<file path="src/rtl/blocking_and_nonblocking.sv">
// blocking_and_nonblocking: a free-running counter drives two 3-stage chains.
// The nonblocking chain (nb_a -> nb_b -> nb_c) is a true 3-deep pipeline.
// The blocking chain (bl_a = cnt; bl_b = bl_a; bl_c = bl_b) collapses so that
// every stage holds the pre-edge counter value, i.e. a single register.
// diff = bl_c - nb_c (mod 2^WIDTH); pipe_full rises once the pipeline holds
// three samples since reset.
// Optional feature macro: BNB_SWAP_EN adds the nb_x/nb_y and bl_x/bl_y swap
// pair registers and ports.
module blocking_and_nonblocking #(
  parameter int WIDTH = 8
) (
  input  logic             clk,
  input  logic             reset,
  output logic [WIDTH-1:0] cnt,
  output logic [WIDTH-1:0] nb_a,
  output logic [WIDTH-1:0] nb_b,
  output logic [WIDTH-1:0] nb_c,
  output logic [WIDTH-1:0] bl_c,
  output logic [WIDTH-1:0] diff,
`ifdef BNB_SWAP_EN
  output logic             pipe_full,
  output logic             nb_x,
  output logic             nb_y,
  output logic             bl_x,
  output logic             bl_y
`else
  output logic             pipe_full
`endif
);

  logic [WIDTH-1:0] cnt_q,  cnt_d;
  logic [WIDTH-1:0] nb_a_q, nb_a_d;
  logic [WIDTH-1:0] nb_b_q, nb_b_d;
  logic [WIDTH-1:0] nb_c_q, nb_c_d;
  logic [WIDTH-1:0] bl_a_d;
  logic [WIDTH-1:0] bl_b_d;
  logic [WIDTH-1:0] bl_c_q, bl_c_d;
  logic [1:0]       fill_q, fill_d;

  // Free-running stimulus counter, wraps naturally at 2^WIDTH.
  always_comb begin
    cnt_d = cnt_q + WIDTH'(1);
  end

  // Nonblocking chain: each stage reads the previous stage's pre-edge value.
  always_comb begin
    nb_a_d = cnt_q;
    nb_b_d = nb_a_q;
    nb_c_d = nb_b_q;
  end

  // Blocking chain: each stage reads the value just assigned above it, so all
  // three collapse to the pre-edge counter. bl_a and bl_b always equal bl_c
  // after the edge, so only the final stage needs storage.
  always_comb begin
    bl_a_d = cnt_q;
    bl_b_d = bl_a_d;
    bl_c_d = bl_b_d;
  end

  // Fill counter saturates at 3, marking a pipeline full of valid samples.
  always_comb begin
    if (fill_q == 2'd3) begin
      fill_d = fill_q;
    end else begin
      fill_d = fill_q + 2'd1;
    end
  end

  // Main state register with synchronous reset.
  always_ff @(posedge clk) begin
    if (reset) begin
      cnt_q  <= '0;
      nb_a_q <= '0;
      nb_b_q <= '0;
      nb_c_q <= '0;
      bl_c_q <= '0;
      fill_q <= 2'd0;
    end else begin
      cnt_q  <= cnt_d;
      nb_a_q <= nb_a_d;
      nb_b_q <= nb_b_d;
      nb_c_q <= nb_c_d;
      bl_c_q <= bl_c_d;
      fill_q <= fill_d;
    end
  end

  assign cnt       = cnt_q;
  assign nb_a      = nb_a_q;
  assign nb_b      = nb_b_q;
  assign nb_c      = nb_c_q;
  assign bl_c      = bl_c_q;
  assign diff      = bl_c_q - nb_c_q;
  assign pipe_full = (fill_q == 2'd3);

`ifdef BNB_SWAP_EN
  logic nb_x_q, nb_x_d;
  logic nb_y_q, nb_y_d;
  logic bl_x_q, bl_x_d;
  logic bl_y_q, bl_y_d;

  // Swap pairs: nonblocking really swaps, blocking copies old bl_y into both.
  always_comb begin
    nb_x_d = nb_y_q;
    nb_y_d = nb_x_q;
    bl_x_d = bl_y_q;
    bl_y_d = bl_x_d;
  end

  // Swap pair registers with synchronous reset to (1,0).
  always_ff @(posedge clk) begin
    if (reset) begin
      nb_x_q <= 1'b1;
      nb_y_q <= 1'b0;
      bl_x_q <= 1'b1;
      bl_y_q <= 1'b0;
    end else begin
      nb_x_q <= nb_x_d;
      nb_y_q <= nb_y_d;
      bl_x_q <= bl_x_d;
      bl_y_q <= bl_y_d;
    end
  end

  assign nb_x = nb_x_q;
  assign nb_y = nb_y_q;
  assign bl_x = bl_x_q;
  assign bl_y = bl_y_q;
`endif

endmodule

</file>
<file path="config.mk">
export PLATFORM = sky130hd
export DESIGN_NAME = blocking_and_nonblocking
export DESIGN_NICKNAME = d
export VERILOG_FILES = /design/src/rtl/blocking_and_nonblocking.sv
export SDC_FILE = /design/constraint.sdc
export NUM_CORES = 1
export LEC_CHECK = 0
export ABC_AREA = 1
export CAP_MARGIN = 20
export CORE_AREA = 2 2 94 60
export CTS_CLUSTER_DIAMETER = 60
export DETAILED_ROUTE_END_ITERATION = 6
export DIE_AREA = 0 0 96 62
export PLACE_DENSITY_LB_ADDON = 0.2
export SETUP_SLACK_MARGIN = 0.3
export SYNTH_ARGS = -nofsm -noshare
export SYNTH_HDL_FRONTEND = slang
export SYNTH_SLANG_ARGS = --single-unit
</file>
<file path="constraint.sdc">
create_clock -name clk -period 1.6 [get_ports clk]
set_clock_uncertainty 0.2 [all_clocks]
set_input_delay 0.24 -clock clk [delete_from_list [all_inputs] [get_ports clk]]
set_output_delay 0.24 -clock clk [all_outputs]
set_load 0.005 [all_outputs]
</file>
* Word level (Yosys, flattened, before mapping)
Cells that the tools add are included.
** Storage, ports and cells
- RAM bits :: 0
- Input port bits :: 2
- Bits in latches :: 0
- Bits in read-only memories :: 0
- Memories :: 0
- Logic and storage cells :: 9
- Bits in registers :: 34
- Output and inout port bits :: 49
** Operators by class
- Bitwise gates (word level) :: 0
- Reduce and logical (&&, ||, !) cells :: 0
- Muxes and demuxes :: 0
- Shift operators :: 0
- Order comparisons :: 0
- $add $sub $neg :: 3
- $mul :: 0
- Div/mod/pow operators :: 0
- Equal/unequal tests :: 1
** Operators with widths (number)
- 8-bit by 1-bit adder with 8-bit output (second input constant) :: 1
- 8-bit subtractor :: 1
- 2-bit by 1-bit adder with 2-bit output (second input constant) :: 1
- 2-bit == test (second input constant) :: 1

* Logic depth before layout (Yosys ltp)
Gate-level depths: netlist of run 1.
- Depth in word-level cells :: 1
- Mapped depth :: 10
- Mapped depth without buffers :: 10

* Worst setup path before layout of run 1
Ideal clock, no wire load.
- Path kind :: reg-to-output
- From :: register bl_c_q[0], in the netlist bl_c[0]
- To :: output port diff[6]
- Setup slack :: -138 ps
- Data required time :: 1160 ps
- Arrival time :: 1298 ps
- Cell stages (with the launch flop) :: 11
- Buffers on the path :: 0
- Path through :: dfxtp_1 -> inv_1 -> ha_1 -> inv_1 -> fa_1 -> nand2_1 -> nand2_1 -> nand3b_1 -> nand2_1 -> nand2_1 -> nand2_1
** On the way
- Cells in the longest elaborated chain, start to end :: 1
** RTL lines
- start: declaration :: RTL line 37 : logic [WIDTH-1:0] bl_c_q, bl_c_d;
- start signal: assignment :: RTL line 84 : bl_c_q <= bl_c_d;
- 8-bit subtractor :: RTL line 94 : assign diff = bl_c_q - nb_c_q;
- end: declaration :: RTL line 19 : output logic [WIDTH-1:0] diff,
No other way between the ends.

* Final worst setup path of run 1
Ends and elaborated chain as after synthesis.

==> results of run 1 <==
state kept, by name (all words and copies together) (netlist names):
register,cells
bl_c,8
cnt,8
fill_q,2
nb_b,8
nb_c,8
cell usage after synthesis:
cell type,instances,area (um^2)
nor2_1,35,131
dfxtp_1,34,681
o21ai_0,3,15.0
xnor2_1,2,17.5
nand2_2,1,6.26
nand3_2,1,10.0
nand2_1,30,113
buf_2,2,10.0
nand3b_1,2,15.0
nor3_1,1,5.00
nand3_1,5,25.0
or2_1,2,12.5
xor2_1,4,35.0
nor2_4,1,11.3
buf_4,8,60.1
ha_1,9,113
a21oi_1,5,25.0
fa_1,1,20.0
inv_1,45,169
nor3_2,1,10.0
clkbuf_1,1,3.75
placed cells by master, fill, tap and decap left out, types with 3 or more instances in the layout:
| master | instances |
|---|---|
| clkdlybuf4s15_1 | 14 |
| xor2_1 | 4 |
| nand2_2 | 9 |
| dfxtp_1 | 3 |
| buf_6 | 50 |
| buf_4 | 23 |
| clkbuf_8 | 5 |
| dfxtp_2 | 25 |
| buf_2 | 8 |
| a21oi_1 | 4 |
| inv_2 | 10 |
| ha_4 | 8 |
| inv_1 | 35 |
| dfxtp_4 | 6 |
| nand3_1 | 4 |
| nor2_1 | 34 |
| nand2_1 | 20 |
routing by layer:
metal  track usage  part of all wire
met3        0.0350             0.048
met2         0.169              0.43
met5             0                 0
met4        0.0429            0.0090
met1         0.191              0.52
how the worst max path moves through the flow:
stage	cells past startpoint	start	slack [ns]	to
2_1_floorplan	10	bl_c[0]$_SDFF_PP0_	-0.05	diff[6]
3_3_place_gp	10	bl_c[0]$_SDFF_PP0_	-0.55	diff[6]
3_5_place_dp	10	bl_c[0]$_SDFF_PP0_	-0.58	diff[6]
4_1_cts	11	bl_c[0]$_SDFF_PP0_	-0.57	diff[6]
5_1_grt	11	bl_c[0]$_SDFF_PP0_	-0.64	diff[6]
6_report	11	bl_c[0]$_SDFF_PP0_	-0.53	diff[6]
through the flow:
step	power [W]	utilization
after floorplan	0.00103	-
after global placement	0.00115	0.439
after detailed placement	0.00116	0.439
after CTS	0.00177	0.495
after global routing	0.00188	0.531
final	0.00178	0.531
what timing repair did:
item                                    CTS  global route
pin swaps                                13            15
buffers inserted                         19             4
hold endpoints to repair                  0             0
gates resized for setup                 232            46
endpoints found under the setup margin   51            45
cell type report:
type / count / area [um^2]
multi-input combinational: 103 / 753
clock buffer: 5 / 68.8
fill: 497 / 2450
clock inverter: 2 / 10.0
tap: 69 / 86.3
inverter: 45 / 169
sequential: 34 / 734
timing repair buffer: 99 / 956
cells by family (layout without fill, tap and decap cells):
family	count (synthesis)	after routing	share of synthesized area
simple gates	79	79	0.228
buf+inv	56	151	0.163
flops	34	34	0.458
fa+ha+maj	10	10	0.0892
compound gates	8	8	0.0269
xor+xnor	6	6	0.0353
where the power goes:
group | switching [W] | leakage [nW] | total, W | internal [W]
registers | 0.0000296 | 0.292 | 0.000903 | 0.000874
logic | 0.000123 | 0.996 | 0.000290 | 0.000167
clock network | 0.000295 | 0.0438 | 0.000586 | 0.000292
total | 0.000447 | 1.33 | 0.00178 | 0.00133
worst min-delay path: stages, from the launching register on:
cell	delay [ns]
dfxtp_1	0.31
inv_1	0.05
nor2_1	0.03
==> impl_metrics.yaml, run 1 <==
run_status:
  status: "finished, violations left"
  violations: "negative setup slack"
worst_setup_path:
  worst_r2r_path_depth: 7
  cp_max_fo: 2
  slowest_delay_ns: 0.34
  crit_top_cell: "nand2_1"
  r2r_slack_ns: 0.30
  cp.buffers_inverters: 3
  worstPathRequired_ns: 1.16
  cp_cell_sequence: "inv_2 -> ha_4 -> inv_2 -> fa_2 -> nand2_2 -> nand2_2 -> nand3b_1 -> nand2_1 -> nand2_1 -> nand2_1 -> buf_2"
  critPathSlowestCell: "fa_2"
  r2r_end: "cnt[6]$_SDFF_PP0_"
  crit_arrival_ns: 1.69
  start_kind: "flop"
  worstReg2RegStart: "cnt[1]$_SDFF_PP0_"
  cpLargestDelayFamily: "adder cells"
  endpoint_kind: "output pin"
  critical_path_class: "flop to output pin"
drt:
  ant_nets: 0
  drt_iter0_drc: 30
  routed_wl_mm: 3.67
  post_drt_wl_per_cell_um: 10.3
  post-route-drc-count: 0
  via_count: 1375
  dr.pass1.iters: 4
  vias_per_cell: 3.85
sta:
  setup_viol: 7
  final_max_slew_viol_count: 0
  worst_slack_ns: -0.530
  post-route-period-util: 1.33
  relSlewSlack: 0.806
  rsz0062_at_grt: "yes"
  fmax_mhz: 469
  setup_tns_ns: -2.70
  worstMarginPinSlew_ns: 0.290
  fin_crit_ns: 2.13
  final_hold_viol_count: 0
  whs_ns: 0.216
grt:
  grt_start_max_net_pins: 17
  grt_pass1_vias: 1219
  gr-total-overflow: 0
  grt_pass1_wl_mm: 5.56
  grt.total_usage: 0.126
  antenna_found_initial: 0
hold_path:
  hold_start: "nb_b[6]$_SDFF_PP0_"
  min_path_cells: 2
  min_to: "nb_c[6]$_SDFF_PP0_"
  hold_class: "flop to flop"
placed_design:
  port_buffers: 50
  place_congestion: 0.767
  dpl_worst_slack_ns: -0.579
  place_inst: 327
  dp_hpwl_mm: 2.50
  place_area_um2: 2300
logic_synthesis:
  synth_nets: 205
  avgSynthCellArea_um2: 7.71
  synth_area_um2: 1490
  ys_seq_area_frac: 0.458
  syn_inst: 193
  synth.distinct_cells: 21
  ys_ff_latch: 34
  synth_warnings: 0
clock_tree:
  clkTransAtPathRegs_ns: 0.07
  clk_latency_ns: 0.28
  clk_path_buf_depth: 2
  clock_sinks: 34
  postCtsHoldBufs: 0
  root_buffer: "clkbuf_8"
  cts_tree: "built"
  htreeDepth: 2
  cts_buffers: 5
floorplanning:
  core-area_um2: 5230
  start_util: 0.285
  dieArea_um2: 5950
  die_w_um: 96
  die_y_um: 62
  num_io_pins: 51
  num_rows: 21
final_layout:
  area_growth_pct: 86.7
  instances_no_fill: 357
  fin_area_um2: 2780
  antennaDiodeCount: 0
  drive_gt1_frac: 0.559
  nets: 300
power:
  p_per_area_nw_per_um2: 641
  vdd_drop_max_mv: 0.434
  static-leakage-power_nw: 1.33
flow_run:
  max-cap-violations: 0
No activity file was read; power rests on OpenSTA's default activity.
==> run 2: changes to the inputs <==
--- a/config.mk
+++ b/config.mk
@@ -11,7 +11,7 @@
 export CTS_CLUSTER_DIAMETER = 60
 export DETAILED_ROUTE_END_ITERATION = 6
 export DIE_AREA = 0 0 96 62
-export PLACE_DENSITY_LB_ADDON = 0.2
+export PLACE_DENSITY = 0.65
 export SETUP_SLACK_MARGIN = 0.3
 export SYNTH_ARGS = -nofsm -noshare
 export SYNTH_HDL_FRONTEND = slang
==> run 2 against run 1 <==
Compared with the run above: the flow still finishes with violations (negative setup slack); global-route usage increased by 0.90 points; total power increased by 3.0%; clock-buffer cell count increased by 1; sequential share of layout area increased by 0.93 points; first-iteration DRC count decreased by 23%; final area decreased by 2.6%; flip-flop and latch count unchanged; clock power increased by 11%; core utilization decreased by 1.4 points; sequential power about the same; critical path type unchanged; critical endpoint is now diff[2]; largest cell class unchanged.
==> impl_metrics.yaml, run 2 (synthesized netlist as in run 1, its figures left out) <==
clock_tree:
  cts_tree: "built"
  clk_path_buf_depth: 2
  cts_buffers: 5
  clock_sinks: 34
  root_buffer: "clkbuf_8"
  clk_latency_ns: 0.28
  htreeDepth: 2
  clkTransAtPathRegs_ns: 0.07
grt:
  use_met1: 0.180
  antenna_found_initial: 0
  grt_pass1_vias: 1277
  grt_start_max_net_pins: 23
  grt_use_met2: 0.209
  grt_pass1_wl_mm: 5.89
  top_usage_layer: "met2"
  use_met3: 0.0422
  grt.total_usage: 0.135
  gr-total-overflow: 0
power:
  static-leakage-power_nw: 1.29
  p_per_area_nw_per_um2: 677
  p_seq_frac: 0.492
  vdd_drop_max_mv: 0.408
  p_int_w: 0.00138
  pwr-share-comb: 0.155
  swShare: 0.246
  clkPwrFrac: 0.353
  p_switching_w: 0.000452
sta:
  rsz0062_at_grt: "yes"
  final_max_slew_viol_count: 0
  final_hold_viol_count: 0
  fmax_mhz: 471
  worstMarginPinSlew_ns: 0.254
  setup_viol: 7
  relSlewSlack: 0.830
  fin_crit_ns: 2.12
  post-route-period-util: 1.33
  worst_slack_ns: -0.525
  whs_ns: 0.217
final_layout:
  n_fill_cell: 519
  most-common-layout-cells: "51 x buf_6, 36 x inv_1, 35 x nor2_1"
  nets: 299
  area_growth_pct: 81.9
  fin_area_um2: 2710
  drive_gt1_frac: 0.545
  antennaDiodeCount: 0
  final_common_cell: "buf_6"
drt:
  via_count: 1374
  ant_nets: 0
  vias_per_cell: 3.85
  dr.pass1.iters: 4
  post_drt_wl_per_cell_um: 10.6
  drt_iter0_drc: 23
  routed_wl_mm: 3.79
  post-route-drc-count: 0
worst_setup_path:
  cp.buffers_inverters: 5
  crit_arrival_ns: 1.68
  crit_top_cell: "inv_2"
  cp_max_fo: 2
  cp_cell_sequence: "inv_2 -> ha_4 -> inv_2 -> fa_2 -> buf_4 -> buf_6 -> xor2_1 -> buf_2"
  critPathSlowestCell: "fa_2"
  start_kind: "flop"
  slowest_delay_ns: 0.34
  cpLargestDelayFamily: "adder cells"
  critical_path_class: "flop to output pin"
  r2r_slack_ns: 0.37
  endpoint_kind: "output pin"
  worstPathRequired_ns: 1.16
flow_run:
  max-cap-violations: 0
placed_design:
  dp_hpwl_mm: 2.57
  place_area_um2: 2280
  port_buffers: 50
  place_congestion: 0.797
floorplanning:
  die_w_um: 96
  core-area_um2: 5230
  dieArea_um2: 5950
  num_rows: 21
  start_util: 0.285
  die_y_um: 62
  num_io_pins: 51
run_status:
  violations: "negative setup slack"
  status: "finished, violations left"
hold_path:
  hold_class: "flop to flop"
-- run 2: repair_timing --
item | CTS | global route
hold endpoints to repair | 0 | 0
setup buffers | 20 | 4
gates resized for setup | 236 | 34
hold buffers | 0 | 0
pin swaps | 14 | 10
setup endpoints to repair | 51 | 44
-- run 2: final cells by class --
type / count / area [um^2] / area share
well taps: 69 / 86.3 / 0.0319
clock inverters: 2 / 12.5 / 0.00462
inverters: 45 / 169 / 0.0624
flip-flops and latches: 34 / 741 / 0.274
repair buffers: 98 / 930 / 0.344
clock buffers: 6 / 82.6 / 0.0305
multi-input cells: 103 / 686 / 0.253
-- run 2: path summary, 6_finish.rpt --
kind,to,cells after the start,startpoint
max,diff[2],8,bl_c[0]$_SDFF_PP0_
min,nb_c[5]$_SDFF_PP0_,2,nb_b[5]$_SDFF_PP0_
max reg2reg,cnt[5]$_SDFF_PP0_,5,cnt[0]$_SDFF_PP0_
min reg2reg,nb_c[5]$_SDFF_PP0_,2,nb_b[5]$_SDFF_PP0_
-- run 2: power by group through the flow --
stage | Combinational, W | Sequential [W] | Clock (W)
6_report | 0.000284 | 0.000901 | 0.000648
5_1_grt | 0.000315 | 0.000905 | 0.000713
4_1_cts | 0.000254 | 0.000904 | 0.000671
3_5_place_dp | 0.000229 | 0.000919 | 0
3_3_place_gp | 0.000227 | 0.000918 | 0
2_1_floorplan | 0.000112 | 0.000916 | 0
-- run 2: tightest hold or removal path, stage by stage (launching register included) --
cell and delay, ns:
dfxtp_1 0.31, inv_1 0.04, nor2_1 0.03
-- run 2: layer usage --
layer	vias up	wire length (um)
met5	-	0
met4	0	33
met3	5	198
met2	30	1710
met1	599	1850
li1	740	-
-- run 2: per-stage QoR --
step	setup WS (ns)	utilization	std cells	total power (W)	setup TNS (ns)
2_1_floorplan	-0.0512	-	193	0.00103	-0.0610
3_3_place_gp	-0.546	0.436	325	0.00114	-3.00
3_5_place_dp	-0.562	0.436	325	0.00115	-3.13
4_1_cts	-0.559	0.499	353	0.00183	-2.75
5_1_grt	-0.627	0.518	357	0.00193	-3.47
6_report	-0.525	0.518	357	0.00183	-2.72
